[config.mk]
export PLATFORM = sky130hd
export DESIGN_NAME = obi_mem_arbiter
export DESIGN_NICKNAME = d
export VERILOG_FILES = /design/src/rtl/obi_mem_arbiter.sv
export SDC_FILE = /design/constraint.sdc
export NUM_CORES = 1
export LEC_CHECK = 0
export CAP_MARGIN = 20
export CORE_MARGIN = 3
export CORE_UTILIZATION = 34
export CTS_BUF_LIST = sky130_fd_sc_hd__clkbuf_2
export CTS_CLUSTER_SIZE = 28
export DETAILED_ROUTE_END_ITERATION = 12
export GPL_TIMING_DRIVEN = 0
export PLACE_DENSITY = 0.78
export SYNTH_ARGS = -nofsm -noshare
export SYNTH_HDL_FRONTEND = slang
export SYNTH_SLANG_ARGS = --single-unit
[constraint.sdc]
create_clock -name clk_i -period 2.4 [get_ports clk_i]
set_input_delay 0.48 -clock clk_i [delete_from_list [all_inputs] [get_ports clk_i]]
set_output_delay 0.48 -clock clk_i [all_outputs]
set_load 0.1 [all_outputs]
[src/rtl/obi_mem_arbiter.sv]
// Two-port (fetch / load-store) arbiter onto a single OBI-style memory bus.
// One outstanding transaction, dmem-first priority with imem anti-starvation, response timeout.
module obi_mem_arbiter #(
  parameter int ADDR_W     = 32,
  parameter int DATA_W     = 32,
  parameter int MAX_STARVE = 4,
  parameter int TIMEOUT    = 255
) (
  input  logic                clk_i,
  input  logic                rst_i,

  input  logic                imem_req_i,
  input  logic [ADDR_W-1:0]   imem_addr_i,
  output logic                imem_gnt_o,
  output logic                imem_rvalid_o,
  output logic [DATA_W-1:0]   imem_rdata_o,
  output logic                imem_err_o,

  input  logic                dmem_req_i,
  input  logic                dmem_we_i,
  input  logic [DATA_W/8-1:0] dmem_be_i,
  input  logic [ADDR_W-1:0]   dmem_addr_i,
  input  logic [DATA_W-1:0]   dmem_wdata_i,
  output logic                dmem_gnt_o,
  output logic                dmem_rvalid_o,
  output logic [DATA_W-1:0]   dmem_rdata_o,
  output logic                dmem_err_o,

  output logic                mem_req_o,
  output logic                mem_we_o,
  output logic [DATA_W/8-1:0] mem_be_o,
  output logic [ADDR_W-1:0]   mem_addr_o,
  output logic [DATA_W-1:0]   mem_wdata_o,
  input  logic                mem_gnt_i,
  input  logic                mem_rvalid_i,
  input  logic [DATA_W-1:0]   mem_rdata_i
);

  localparam int BE_W = DATA_W / 8;
  localparam int SC_W = $clog2(MAX_STARVE + 1);
  localparam int TM_W = (TIMEOUT > 1) ? $clog2(TIMEOUT) : 1;
  localparam logic [SC_W-1:0] STARVE_MAX = SC_W'(MAX_STARVE);
  localparam logic [TM_W-1:0] TM_LAST    = (TIMEOUT > 0) ? TM_W'(TIMEOUT - 1) : '0;

  typedef enum logic [1:0] {IDLE, REQ, RESP} state_t;

  state_t            state_reg, state_next;
  logic              owner_dmem_reg;
  logic              we_reg;
  logic [BE_W-1:0]   be_reg;
  logic [ADDR_W-1:0] addr_reg;
  logic [DATA_W-1:0] wdata_reg;
  logic [SC_W-1:0]   starve_reg;
  logic [TM_W-1:0]   timer_reg;

  logic any_req;
  logic pick_dmem;
  logic timeout_hit;

  assign any_req   = imem_req_i | dmem_req_i;
  // dmem wins ties unless imem has already been passed over MAX_STARVE times in a row
  assign pick_dmem = dmem_req_i && !(imem_req_i && (starve_reg == STARVE_MAX));

  // The timer counts completed RESP cycles, so the error fires on the
  // TIMEOUT-th RESP cycle, i.e. TIMEOUT cycles after the grant.
  assign timeout_hit = (TIMEOUT != 0) && (state_reg == RESP) && !mem_rvalid_i
                       && (timer_reg == TM_LAST);

  always_ff @(posedge clk_i or posedge rst_i) begin
    if (rst_i) begin
      state_reg      <= IDLE;
      owner_dmem_reg <= 1'b0;
      we_reg         <= 1'b0;
      be_reg         <= '0;
      addr_reg       <= '0;
      wdata_reg      <= '0;
      starve_reg     <= '0;
      timer_reg      <= '0;
    end else begin
      state_reg <= state_next;

      if (state_reg == IDLE && any_req) begin
        owner_dmem_reg <= pick_dmem;
        if (pick_dmem) begin
          we_reg    <= dmem_we_i;
          be_reg    <= dmem_be_i;
          addr_reg  <= dmem_addr_i;
          wdata_reg <= dmem_wdata_i;
          if (imem_req_i && (starve_reg != STARVE_MAX))
            starve_reg <= starve_reg + SC_W'(1);
        end else begin
          we_reg     <= 1'b0;
          be_reg     <= '1;
          addr_reg   <= imem_addr_i;
          wdata_reg  <= '0;
          starve_reg <= '0;
        end
      end

      if (state_reg == REQ)
        timer_reg <= '0;
      else if (state_reg == RESP)
        timer_reg <= timer_reg + TM_W'(1);
    end
  end

  always_comb begin
    state_next    = state_reg;
    imem_gnt_o    = 1'b0;
    imem_rvalid_o = 1'b0;
    imem_rdata_o  = '0;
    imem_err_o    = 1'b0;
    dmem_gnt_o    = 1'b0;
    dmem_rvalid_o = 1'b0;
    dmem_rdata_o  = '0;
    dmem_err_o    = 1'b0;
    mem_req_o     = 1'b0;
    mem_we_o      = 1'b0;
    mem_be_o      = '0;
    mem_addr_o    = '0;
    mem_wdata_o   = '0;

    case (state_reg)
      IDLE: begin
        if (any_req)
          state_next = REQ;
      end

      REQ: begin
        mem_req_o   = 1'b1;
        mem_we_o    = we_reg;
        mem_be_o    = be_reg;
        mem_addr_o  = addr_reg;
        mem_wdata_o = wdata_reg;
        if (owner_dmem_reg)
          dmem_gnt_o = mem_gnt_i;
        else
          imem_gnt_o = mem_gnt_i;
        if (mem_gnt_i)
          state_next = RESP;
      end

      RESP: begin
        if (mem_rvalid_i) begin
          if (owner_dmem_reg) begin
            dmem_rvalid_o = 1'b1;
            dmem_rdata_o  = mem_rdata_i;
          end else begin
            imem_rvalid_o = 1'b1;
            imem_rdata_o  = mem_rdata_i;
          end
          state_next = IDLE;
        end else if (timeout_hit) begin
          if (owner_dmem_reg) begin
            dmem_rvalid_o = 1'b1;
            dmem_err_o    = 1'b1;
          end else begin
            imem_rvalid_o = 1'b1;
            imem_err_o    = 1'b1;
          end
          state_next = IDLE;
        end
      end

      default: state_next = IDLE;
    endcase
  end

endmodule
==> results of run 1 <==
==> area by class of cell <==
| class | instances | share of cell area [%] |
|---|---|---|
| well taps | 172 | 1.99 |
| multi-input cells | 399 | 31.3 |
| diodes | 1 | 0.0232 |
| clock buffers | 9 | 0.417 |
| inverters | 12 | 0.498 |
| flip-flops and latches | 83 | 19.2 |
| repair buffers | 313 | 42.1 |
| clock inverters | 7 | 0.544 |
| plain buffers | 39 | 3.85 |
==> per-stage QoR <==
step / cell area, um^2 / power (mW) / hold slack, ps
floorplan: 5040 / 8.97 / 450
detailed placement: 8090 / 11.0 / 487
finish: 10800 / 15.4 / 262
global route: 10800 / 15.8 / 261
global placement: 8030 / 10.8 / 469
CTS: 10400 / 14.4 / 262
==> worst paths after layout <==
| path | startpoint | end | depth (start not counted) |
|---|---|---|---|
| setup / recovery | state_reg[1] | mem_wdata_o[15] | 6 |
| hold / removal | rst_i | wdata_reg[8] | 2 |
| setup reg to reg | state_reg[1] | addr_reg[8] | 8 |
| hold reg to reg | wdata_reg[22] | wdata_reg[22] | 1 |
| max in group asynchronous | rst_i | addr_reg[24] | 4 |
| min in group clk_i | dmem_addr_i[3] | addr_reg[3] | 3 |
==> Yosys cell counts, drive strengths merged <==
cell type	instances
nand2	106
ha	8
xnor2	2
o21ai	7
mux2i	2
nand4	3
nand3	6
and3	3
dfrtp	83
a22o	33
a21oi	4
xor2	1
a31oi	32
mux2	1
clkbuf	16
nor4	2
o22ai	2
buf	23
inv	12
o22a	4
nor2	104
nor3	1
and2	70
o221ai	1
o2bb2ai	1
o311ai	1
nand2b	2
a21o	1
nor3b	2
==> cells in the final DEF, fill, tap and decap left out, types with 5 or more instances in the layout <==
| cell | netlist | final |
|---|---|---|
| buf_12 | 0 | 138 |
| clkdlybuf4s50_1 | 0 | 137 |
| dfrtp_1 | 83 | 82 |
| nand2_1 | 105 | 73 |
| nor2_4 | 0 | 65 |
| and2_4 | 0 | 51 |
| nor2_1 | 101 | 35 |
| a22o_1 | 33 | 33 |
| a31oi_1 | 32 | 32 |
| nand2_8 | 0 | 27 |
| buf_4 | 5 | 25 |
| and2_2 | 0 | 18 |
| buf_2 | 15 | 16 |
| buf_8 | 0 | 11 |
| clkbuf_2 | 0 | 9 |
| clkbuf_16 | 0 | 8 |
| inv_1 | 12 | 7 |
| clkbuf_8 | 0 | 7 |
| buf_6 | 0 | 7 |
| nand3_1 | 6 | 5 |
| o21ai_0 | 6 | 5 |
| nand2_4 | 0 | 5 |
| ha_1 | 8 | 5 |
| clkinv_2 | 0 | 5 |
==> metal layers <==
metal	wire length, um	GRT usage (%)	vias up
met1	8920	33.1	2754
li1	-	-	2420
met5	0	0	-
met4	996	10.1	0
met3	1920	6.22	72
met2	12700	51.1	344
==> power by group <==
group          internal (mW)  switching (mW)  leakage (nW)
sequential              2.07           0.514          1.00
combinational           4.58            7.47          3.27
clock                  0.229           0.486        0.0726
==> kinds of logic after synthesis <==
family,count (synthesis)
adders and majority gates,8
xor gates and xnor gates,3
DFF,83
AOI/OAI and AO/OA,86
muxes,3
buffers and inverters,51
and+or+nand+nor,299
==> worst reg2reg max path, delay by kind of cell, from the launching register on <==
family | cells | cell delay [ps]
DFF | 1 | 520
and+or+nand+nor | 2 | 320
adders and majority gates | 1 | 290
AOI/OAI and AO/OA | 1 | 170
buffers and inverters | 4 | 770
==> what timing repair did <==
item / in CTS / in global routing
pin swaps: 16 / 35
setup buffers: 14 / 6
cloned: 11 / 1
endpoints found under the setup margin: 140 / 139
gates resized for setup: 1435 / 70
==> results by group, run 1 <==
Final layout
  – Ratio of cells with drive above 1 in the final layout: between 40% and 50%
  – Fin nets: roughly 1000
  – Register area: around 2100 um^2
  – Final cell count without fillers: around 1000
  – Fillers: 588
  – Core Util, Final: 84.9%
  – Area of the multi-input gates: roughly 3400 um^2
  – Area grow syn2layout: 142%

Critical path
  – Startpoint class of the critical path: flip-flop
  – CP max stage cell: dfrtp_1
  – CP peak stage delay: between 500 and 600 ps
  – CP arrival: ~2100 ps
  – Setup CP Type: flip-flop to output pin
  – Worst-path cell chain: inv_2 -> ha_4 -> clkbuf_16 -> clkbuf_8 -> and2_4 -> buf_12
  – R2R Setup Slk: around 250 ps
  – WP buf/inv: 4
  – Delay-heaviest family, CP: buffers and inverters
  – Worst Setup End Kind: output pin
  – Req. time, crit path: 1920 ps
  – CP Max Fanout: 7

Timing
  – Post-route setup slack: -224 ps
  – Final-report hold violation count: 0
  – TNS Setup: -16150 ps
  – Worst slew margin relative to its limit: around 61%
  – Crit path time final: about 2600 ps
  – Max-slew violation count: 0
  – Final period util: 109%
  – Max Clk Rate: between 300 and 400 MHz
  – Final setup violation count: around 140
  – Clk_skew: ~60 ps
  – Slew @ Worst Pin: slightly below 600 ps
  – RSZ-0062 raised after global routing: true

Run status
  – Outcome: complete, but fails checks
  – Failing checks: setup timing

Global route
  – GRT Residual Overflow: 0
  – First-pass GRT wire length: 32100 um
  – Tot GR Track Use: approximately 28%
  – Vias in the first global route: 5707
  – Largest net degree at the start of global routing: 32
  – Initial antenna violation count: 1

Clock tree
  – CTS tree: yes
  – Latest clock arrival within the worst-skew pair: between 500 and 600 ps
  – Root Driver: clkbuf_2
  – Hold Buf Count CTS: 0
  – Clk sinks: 83
  – Max Root-Sink Buffers: 2
  – H-tree levels: 3
  – Total CTS buffers: 9
  – Worst-path clk slew: 270 ps

Yosys
  – Seq/Total Area, Yosys: between 40% and 50%
  – Proportion of synthesized area in mux cells: less than 1%
  – Ys Warns: 0
  – Synth Area in XOR/XNOR: less than 1%
  – Syn Inst Count: between 500 and 600
  – Largest family of logic cells by synthesized area: simple AND/OR/NAND/NOR gates
  – Simple-gate portion of the synthesized area: a little under a third
  – Post-Syn Nets: 680
  – Post-synth top area share: around 47%
  – Synth unique cells: 37
  – Mean post-synth cell area: approximately 8.4 um^2
  – Mapped Area: ~4500 um^2
  – Synth Area in Compound Gates: 14.2%
  – Synth area leader: dfrtp_1
  – Adder-Cell Fraction of Synth Area: 2.25%
  – Flops & latches, synth: between 80 and 90
  – Main area contributors after synthesis: dfrtp_1 (47%), and2_1 (9.8%), nand2_1 (8.8%)

Placement
  – Post-DP HPWL: 13400 um
  – Place WS: -1320 ps
  – Placed cells: slightly below 1000
  – GPL Wtd Cong: ~0.81
  – Port Buffers: between 200 and 300

Floorplan
  – Core Region: between 10000 and 15000 um^2
  – Initial Util: a little over a third
  – I/O Pins: between 200 and 300
  – Core Rows: 41
  – Die area: 14500 um^2
  – Chip Width: between 100 and 150 um
  – Die Ht: around 120 um

Detailed routing
  – Post-DR wirelength/cell: about 24 um
  – Final WL: about 25000 um
  – DRC: 0
  – Antenna violation net count after detailed routing: 0
  – DR iter-0 viols: about 420
  – Drt first pass iters: 5
  – DR vias/cell: 5.40
  – Via count: between 5000 and 6000

Pwr
  – Max IR drop VDD: ~0.0012 V
  – Leak: between 4 and 5 nW
  – Power Dens Cells: between 1000 and 1500 nW/um^2

Run
  – Number of max-cap violations: 0

Worst hold path
  – Worst Hold Class: input port to async pin
Note: power is estimated with default switching activity, not from simulation.
==> run 2: changes to the inputs <==
--- a/config.mk
+++ b/config.mk
@@ -13,6 +13,8 @@
 export DETAILED_ROUTE_END_ITERATION = 12
 export GPL_TIMING_DRIVEN = 0
 export PLACE_DENSITY = 0.78
+export RECOVER_POWER = 50
+export SLEW_MARGIN = 0
 export SYNTH_ARGS = -nofsm -noshare
 export SYNTH_HDL_FRONTEND = slang
 export SYNTH_SLANG_ARGS = --single-unit
==> run 2 against run 1 <==
Compared with the run above: combinational power about the same; clock skew increased by 8.5 ps; sequential cell count unchanged; cell count unchanged; cell area decreased by 0.28%; worst setup slack improved by 4.1 ps; sequential share of layout area increased by 0.054 points; critical endpoint unchanged; the flow still finishes with violations (setup timing); critical path depth unchanged.
==> results by group, run 2 (same netlist as run 1, synthesis figures left out) <==
Placement
  – GPL Wtd Cong: 0.807 (unchanged)
  – Placed cells: 986 (unchanged)
  – Place WS: -1320 ps (unchanged)
  – Post-DP HPWL: 13400 um (unchanged)
  – Port Buffers: 278 (unchanged)
  – Placed instance area: 8090 um^2 (unchanged)

Critical path
  – Startpoint class of the critical path: flip-flop
  – Req. time, crit path: 1920 ps (about the same)
  – CP Max Fanout: 7 (unchanged)
  – CP arrival: 2140 ps (about the same)
  – Worst Setup End Kind: output pin
  – Setup CP Type: flip-flop to output pin

Detailed routing
  – Drt first pass iters: 4 (-1)
  – Via count: 5571 (-0.34%)
  – DRC: 0 (unchanged)
  – DR iter-0 viols: 433 (+2.4%)
  – Antenna violation net count after detailed routing: 0 (unchanged)
  – Post-DR wirelength/cell: 23.6 um (-0.18%)
  – DR vias/cell: 5.38 (-0.34%)
  – Final WL: 24500 um (-0.18%)

Timing
  – Final setup violation count: 136 (unchanged)
  – Max Clk Rate: 382 MHz (+0.16%)
  – Crit path time final: 2620 ps (-4.10 ps)
  – Clk_skew: 67.0 ps (+8.49 ps)
  – Post-route setup slack: -220 ps (+4.10 ps)
  – Worst slew margin relative to its limit: 26.0% (-35 points)
  – Worst hold margin: 476 ps (+214 ps)
  – Final period util: 109% (-0.17 points)
  – RSZ-0062 raised after global routing: true
  – TNS Setup: -15640 ps (+509 ps)
  – Max-slew violation count: 0 (unchanged)
  – Final-report hold violation count: 0 (unchanged)
  – Slew @ Worst Pin: 1100 ps (+525 ps)

Pwr
  – Tot Pwr: 15.4 mW (about the same)
  – Clk network pwr share: 4.7% (about the same)
  – Comb power frac: 78.5% (about the same)
  – Internal: 6.88 mW (about the same)
  – Switching power: 8.48 mW (about the same)
  – Fraction of power spent switching nets: 55.2% (about the same)
  – Leak: 4.34 nW (-0.22%)
  – Power Dens Cells: 1430 nW/um^2 (+0.25%)
  – Max IR drop VDD: 0.00116 V (about the same)
  – Register share of total power: 16.8% (about the same)

Run status
  – Outcome: complete, but fails checks
  – Failing checks: setup timing

Global route
  – Largest net degree at the start of global routing: 32 (unchanged)
  – GRT Residual Overflow: 0 (unchanged)
  – First-pass GRT wire length: 32100 um (unchanged)
  – Tot GR Track Use: 28.4% (unchanged)
  – Initial antenna violation count: 1 (unchanged)
  – Vias in the first global route: 5707 (unchanged)

Run
  – Number of max-cap violations: 0 (unchanged)

Floorplan
  – Die Ht: 121 um (unchanged)
  – Core Region: 12700 um^2 (unchanged)
  – Core Rows: 41 (unchanged)
  – Die area: 14500 um^2 (unchanged)
  – Chip Width: 121 um (unchanged)
  – I/O Pins: 279 (unchanged)
  – Initial Util: 35.0% (unchanged)

Clock tree
  – Root Driver: clkbuf_2
  – H-tree levels: 3 (unchanged)
  – Max Root-Sink Buffers: 2 (unchanged)
  – Worst-path clk slew: 210 ps (-60 ps)
  – Latest clock arrival within the worst-skew pair: 580 ps (about the same)
  – CTS tree: yes
  – Total CTS buffers: 9 (unchanged)
  – Clk sinks: 83 (unchanged)

Final layout
  – Fin nets: 1004 (unchanged)
  – Final cell count without fillers: 1035 (unchanged)
  – Area grow syn2layout: 142%
  – Commonest non-fill, non-tap cells in the layout: buf_12 (136), clkdlybuf4s50_1 (136), dfrtp_1 (82)
  – Core Util, Final: 84.7% (-0.24 points)
  – Fillers: 593 (+0.85%)
  – Fin area: 10800 um^2 (-0.28%)
  – Ratio of cells with drive above 1 in the final layout: 48.5% (unchanged)

Worst hold path
  – Worst Hold Class: input port to flip-flop
==> run 2: cell count changes in the layout (fill, tap and decap cells not counted), sizes merged <==
cell / delta
clkdlybuf4s50: -1
dlygate4sd3: +1
buf: -1
clkbuf: +1
==> run 2: final cells by class <==
class | count | area, um^2 | share of cell area (%)
Timing Repair Buffer | 313 | 4520 | 42.0
Multi-Input combinational cell | 399 | 3380 | 31.4
Sequential cell | 83 | 2080 | 19.3
Buffer | 39 | 415 | 3.86
Tap cell | 172 | 215 | 2.00
Clock inverter | 7 | 58.8 | 0.546
Inverter | 12 | 51.3 | 0.476
Clock buffer | 9 | 45.0 | 0.418
Antenna cell | 1 | 2.50 | 0.0232
==> run 2: worst paths after layout <==
kind,startpoint,endpoint,slack (ps),depth (start not counted)
worst max register to register,state_reg[1],timer_reg[4],230,7
worst max-delay path,state_reg[1],mem_wdata_o[15],-220,6
max in group asynchronous,rst_i,addr_reg[24],140,4
min in group asynchronous,rst_i,wdata_reg[8],500,2
worst min-delay path,dmem_addr_i[3],addr_reg[3],480,3
worst min register to register,wdata_reg[22],wdata_reg[22],540,1
==> run 2: critical path, cell delays in order (launching register included) <==
cell and delay [ps]:
dfrtp_1 520, inv_2 180, ha_4 240, clkbuf_16 190, clkbuf_8 150, and2_4 160, buf_12 170
==> run 2: power groups by stage <==
stage          Combinational [mW]  Clock [mW]  Sequential [mW]
2_1_floorplan                6.61           0             2.36
3_3_place_gp                 8.39           0             2.43
3_5_place_dp                 8.54           0             2.48
4_1_cts                      11.2       0.729             2.49
5_1_grt                      12.4       0.780             2.64
6_report                     12.0       0.718             2.59
==> run 2: what timing repair did <==
item / CTS / global route
pin swaps: 16 / 35
cloned: 11 / 1
buffers inserted: 14 / 6
endpoints found under the setup margin: 140 / 139
gates resized for setup: 1435 / 70
hold buffers: 0 / 0
==> run 2: metal layers <==
metal | track usage [%] | share of wire, %
met4 | 10.1 | 4.4
met5 | 0 | 0
met2 | 51.1 | 52
met1 | 33.1 | 36
met3 | 6.22 | 7.5
==> run 3: changes to the inputs <==
--- a/config.mk
+++ b/config.mk
@@ -14,6 +14,7 @@
 export GPL_TIMING_DRIVEN = 0
 export PLACE_DENSITY = 0.78
 export RECOVER_POWER = 50
+export SETUP_SLACK_MARGIN = 0.4
 export SLEW_MARGIN = 0
 export SYNTH_ARGS = -nofsm -noshare
 export SYNTH_HDL_FRONTEND = slang
==> constraint.sdc (replaced) <==
create_clock -name clk_i -period 2.3 [get_ports clk_i]
set_input_delay 0.46 -clock clk_i [delete_from_list [all_inputs] [get_ports clk_i]]
set_output_delay 0.46 -clock clk_i [all_outputs]
set_load 0.1 [all_outputs]
==> run 3 against run 2 <==
Compared with the run above: the run still ends with setup timing left; global-route usage increased by 3.0 points; sequential cell count unchanged; cell area up 1.1%; highest routed layer unchanged; sequential share of layout area is 0.20 points lower; clock power rose by 43%; die area unchanged; worst setup slack worse by 150 ps.
==> results by group, run 3 (same netlist as run 1, synthesis figures left out) <==
Run status
  – Outcome: complete, but fails checks
  – Failing checks: setup timing

Floorplan
  – Die area: 14500 um^2 (unchanged)
  – Initial Util: 35.0% (unchanged)
  – Die Ht: 121 um (unchanged)
  – Core Region: 12700 um^2 (unchanged)
  – Chip Width: 121 um (unchanged)
  – Core Rows: 41 (unchanged)
  – I/O Pins: 279 (unchanged)

Detailed routing
  – DRC: 0 (unchanged)
  – DR iter-0 viols: 438 (+1.2%)
  – Drt first pass iters: 5 (+1)
  – Antenna violation net count after detailed routing: 0 (unchanged)
  – Via count: 5794 (+4.0%)
  – Post-DR wirelength/cell: 26.3 um (+11%)
  – DR vias/cell: 5.54 (+3.0%)
  – Final WL: 27500 um (+12%)

Global route
  – Largest net degree at the start of global routing: 39 (+22%)
  – GRT Residual Overflow: 0 (unchanged)
  – Initial antenna violation count: 2 (+1)
  – First-pass GRT wire length: 35000 um (+9.1%)
  – Tot GR Track Use: 31.4% (+3.0 points)
  – Vias in the first global route: 5901 (+3.4%)

Timing
  – Worst slew margin relative to its limit: 32.3% (+6.2 points)
  – Post-route setup slack: -374 ps (-154 ps)
  – Final period util: 116%
  – Max Clk Rate: approximately 370 MHz
  – Crit path time final: about 2700 ps
  – TNS Setup: -32350 ps (-16710 ps)
  – Clk_skew: 33.5 ps (-33.6 ps)
  – Slew @ Worst Pin: 1020 ps (-87.5 ps)
  – Max-slew violation count: 0 (unchanged)
  – RSZ-0062 raised after global routing: true
  – Final setup violation count: 140 (+2.9%)
  – Final-report hold violation count: 0 (unchanged)

Critical path
  – Worst Setup End Kind: output pin
  – CP max stage cell: dfrtp_1
  – Startpoint class of the critical path: flip-flop
  – WP buf/inv: 4 (unchanged)
  – CP arrival: 2210 ps (+70 ps)
  – Setup CP Type: flip-flop to output pin
  – Worst-path cell chain: inv_2 -> ha_4 -> buf_12 -> clkbuf_16 -> nand2_2 -> nor2_4 -> buf_12
  – CP peak stage delay: 500 ps (-20 ps)
  – CP Max Fanout: 10 (+3)
  – Delay-heaviest family, CP: buffers and inverters
  – Most frequent CP cell: buf_12
  – Req. time, crit path: 1840 ps (-80 ps)

Final layout
  – Area grow syn2layout: 144%
  – Most common cell after layout, fill and taps aside: buf_12
  – Final cell count without fillers: 1045 (+0.97%)
  – Commonest non-fill, non-tap cells in the layout: buf_12 (139), clkdlybuf4s50_1 (136), dfrtp_1 (81)
  – Fin nets: 1014 (+1.0%)
  – Ratio of cells with drive above 1 in the final layout: 50.1% (+1.6 points)

Pwr
  – Leak: 4.52 nW (+4.3%)
  – Tot Pwr: 17.0 mW (+11%)
  – Max IR drop VDD: 0.00122 V (+5.6%)
  – Power Dens Cells: 1560 nW/um^2 (+9.3%)

Placement
  – Post-DP HPWL: 13300 um (-1.2%)
  – GPL Wtd Cong: 0.891 (+10%)
  – Port Buffers: 278 (unchanged)
  – Placed cells: 985 (-0.10%)

Clock tree
  – H-tree levels: 3 (unchanged)
  – Latest clock arrival within the worst-skew pair: 590 ps (about the same)
  – Max Root-Sink Buffers: 2 (unchanged)
  – Worst-path clk slew: 270 ps (+60 ps)
  – Root Driver: clkbuf_2
  – Clk sinks: 83 (unchanged)
  – CTS tree: yes
  – Total CTS buffers: 9 (unchanged)
  – Hold Buf Count CTS: 0 (unchanged)

Run
  – Number of max-cap violations: 0 (unchanged)

Worst hold path
  – Worst Hold Class: input port to flip-flop
run 3: changes by cell type in the layout (fill, tap and decap cells not counted), sizes merged:
| cell | change |
|---|---|
| bufinv | +2 |
| dlymetal6s2s | -1 |
| dlygate4sd2 | +1 |
| clkbuf | +2 |
| clkinvlp | +2 |
| clkinv | -6 |
| buf | +9 |
| diode | +1 |
run 3: area by class of cell:
cell class | count | area, um^2
multi-input cells | 399 | 3250
plain buffers | 39 | 455
flip-flops and latches | 83 | 2080
diodes | 2 | 5.00
well taps | 172 | 215
repair buffers | 323 | 4680
clock buffers | 10 | 50.0
fillers | 584 | 1830
inverters | 12 | 55.1
clock inverters | 5 | 103
run 3: what timing repair did:
action                                 in CTS  in global routing
pin swaps                                  46                 23
setup endpoints to repair                 160                182
resized for setup                        1515                119
endpoints found under the hold margin       0                  0
gates cloned                                5                  8
setup buffers                              10                 20
run 3: routing by layer:
layer / share of wire (%) / vias up / GRT usage (%)
met5: 0 / - / 0
met4: 5.1 / 0 / 15.6
met3: 9.6 / 108 / 8.61
met2: 49 / 398 / 53.9
met1: 37 / 2853 / 35.9
li1: - / 2435 / -
run 3: worst register-to-register path: stages, from the launching register on:
cell and delay [ps]:
dfrtp_1 500, buf_6 140, ha_4 210, buf_6 150, buf_6 100, buf_4 110, clkinvlp_4 170, o221ai_2 350
mux2_4 340
run 3: worst paths after layout:
kind	startpoint	end	slack (ps)	cells past startpoint
setup / recovery	state_reg[0]	dmem_rdata_o[31]	-370	7
hold / removal	imem_addr_i[28]	addr_reg[28]	400	3
setup reg to reg	state_reg[0]	state_reg[0]	140	8
hold reg to reg	wdata_reg[27]	wdata_reg[27]	550	1
max in group asynchronous	rst_i	state_reg[1]	350	3
min in group asynchronous	rst_i	wdata_reg[7]	450	2
run 3: metrics by stage:
step	hold slack, ps	setup WS [ps]	area, um^2	util, %
after floorplan	450	-497	4660	-
after CTS	218	-200	10300	80.8
after global routing	400	-430	10900	85.6
after global placement	467	-1280	7650	60.2
final	402	-374	10900	85.6
after detailed placement	483	-1310	7690	60.5
run 3: power breakdown:
| group | switching [mW] | internal (mW) | leakage [nW] |
|---|---|---|---|
| Combinational | 7.96 | 5.18 | 3.43 |
| Clock | 0.565 | 0.464 | 0.0880 |
| Sequential | 0.629 | 2.16 | 0.998 |
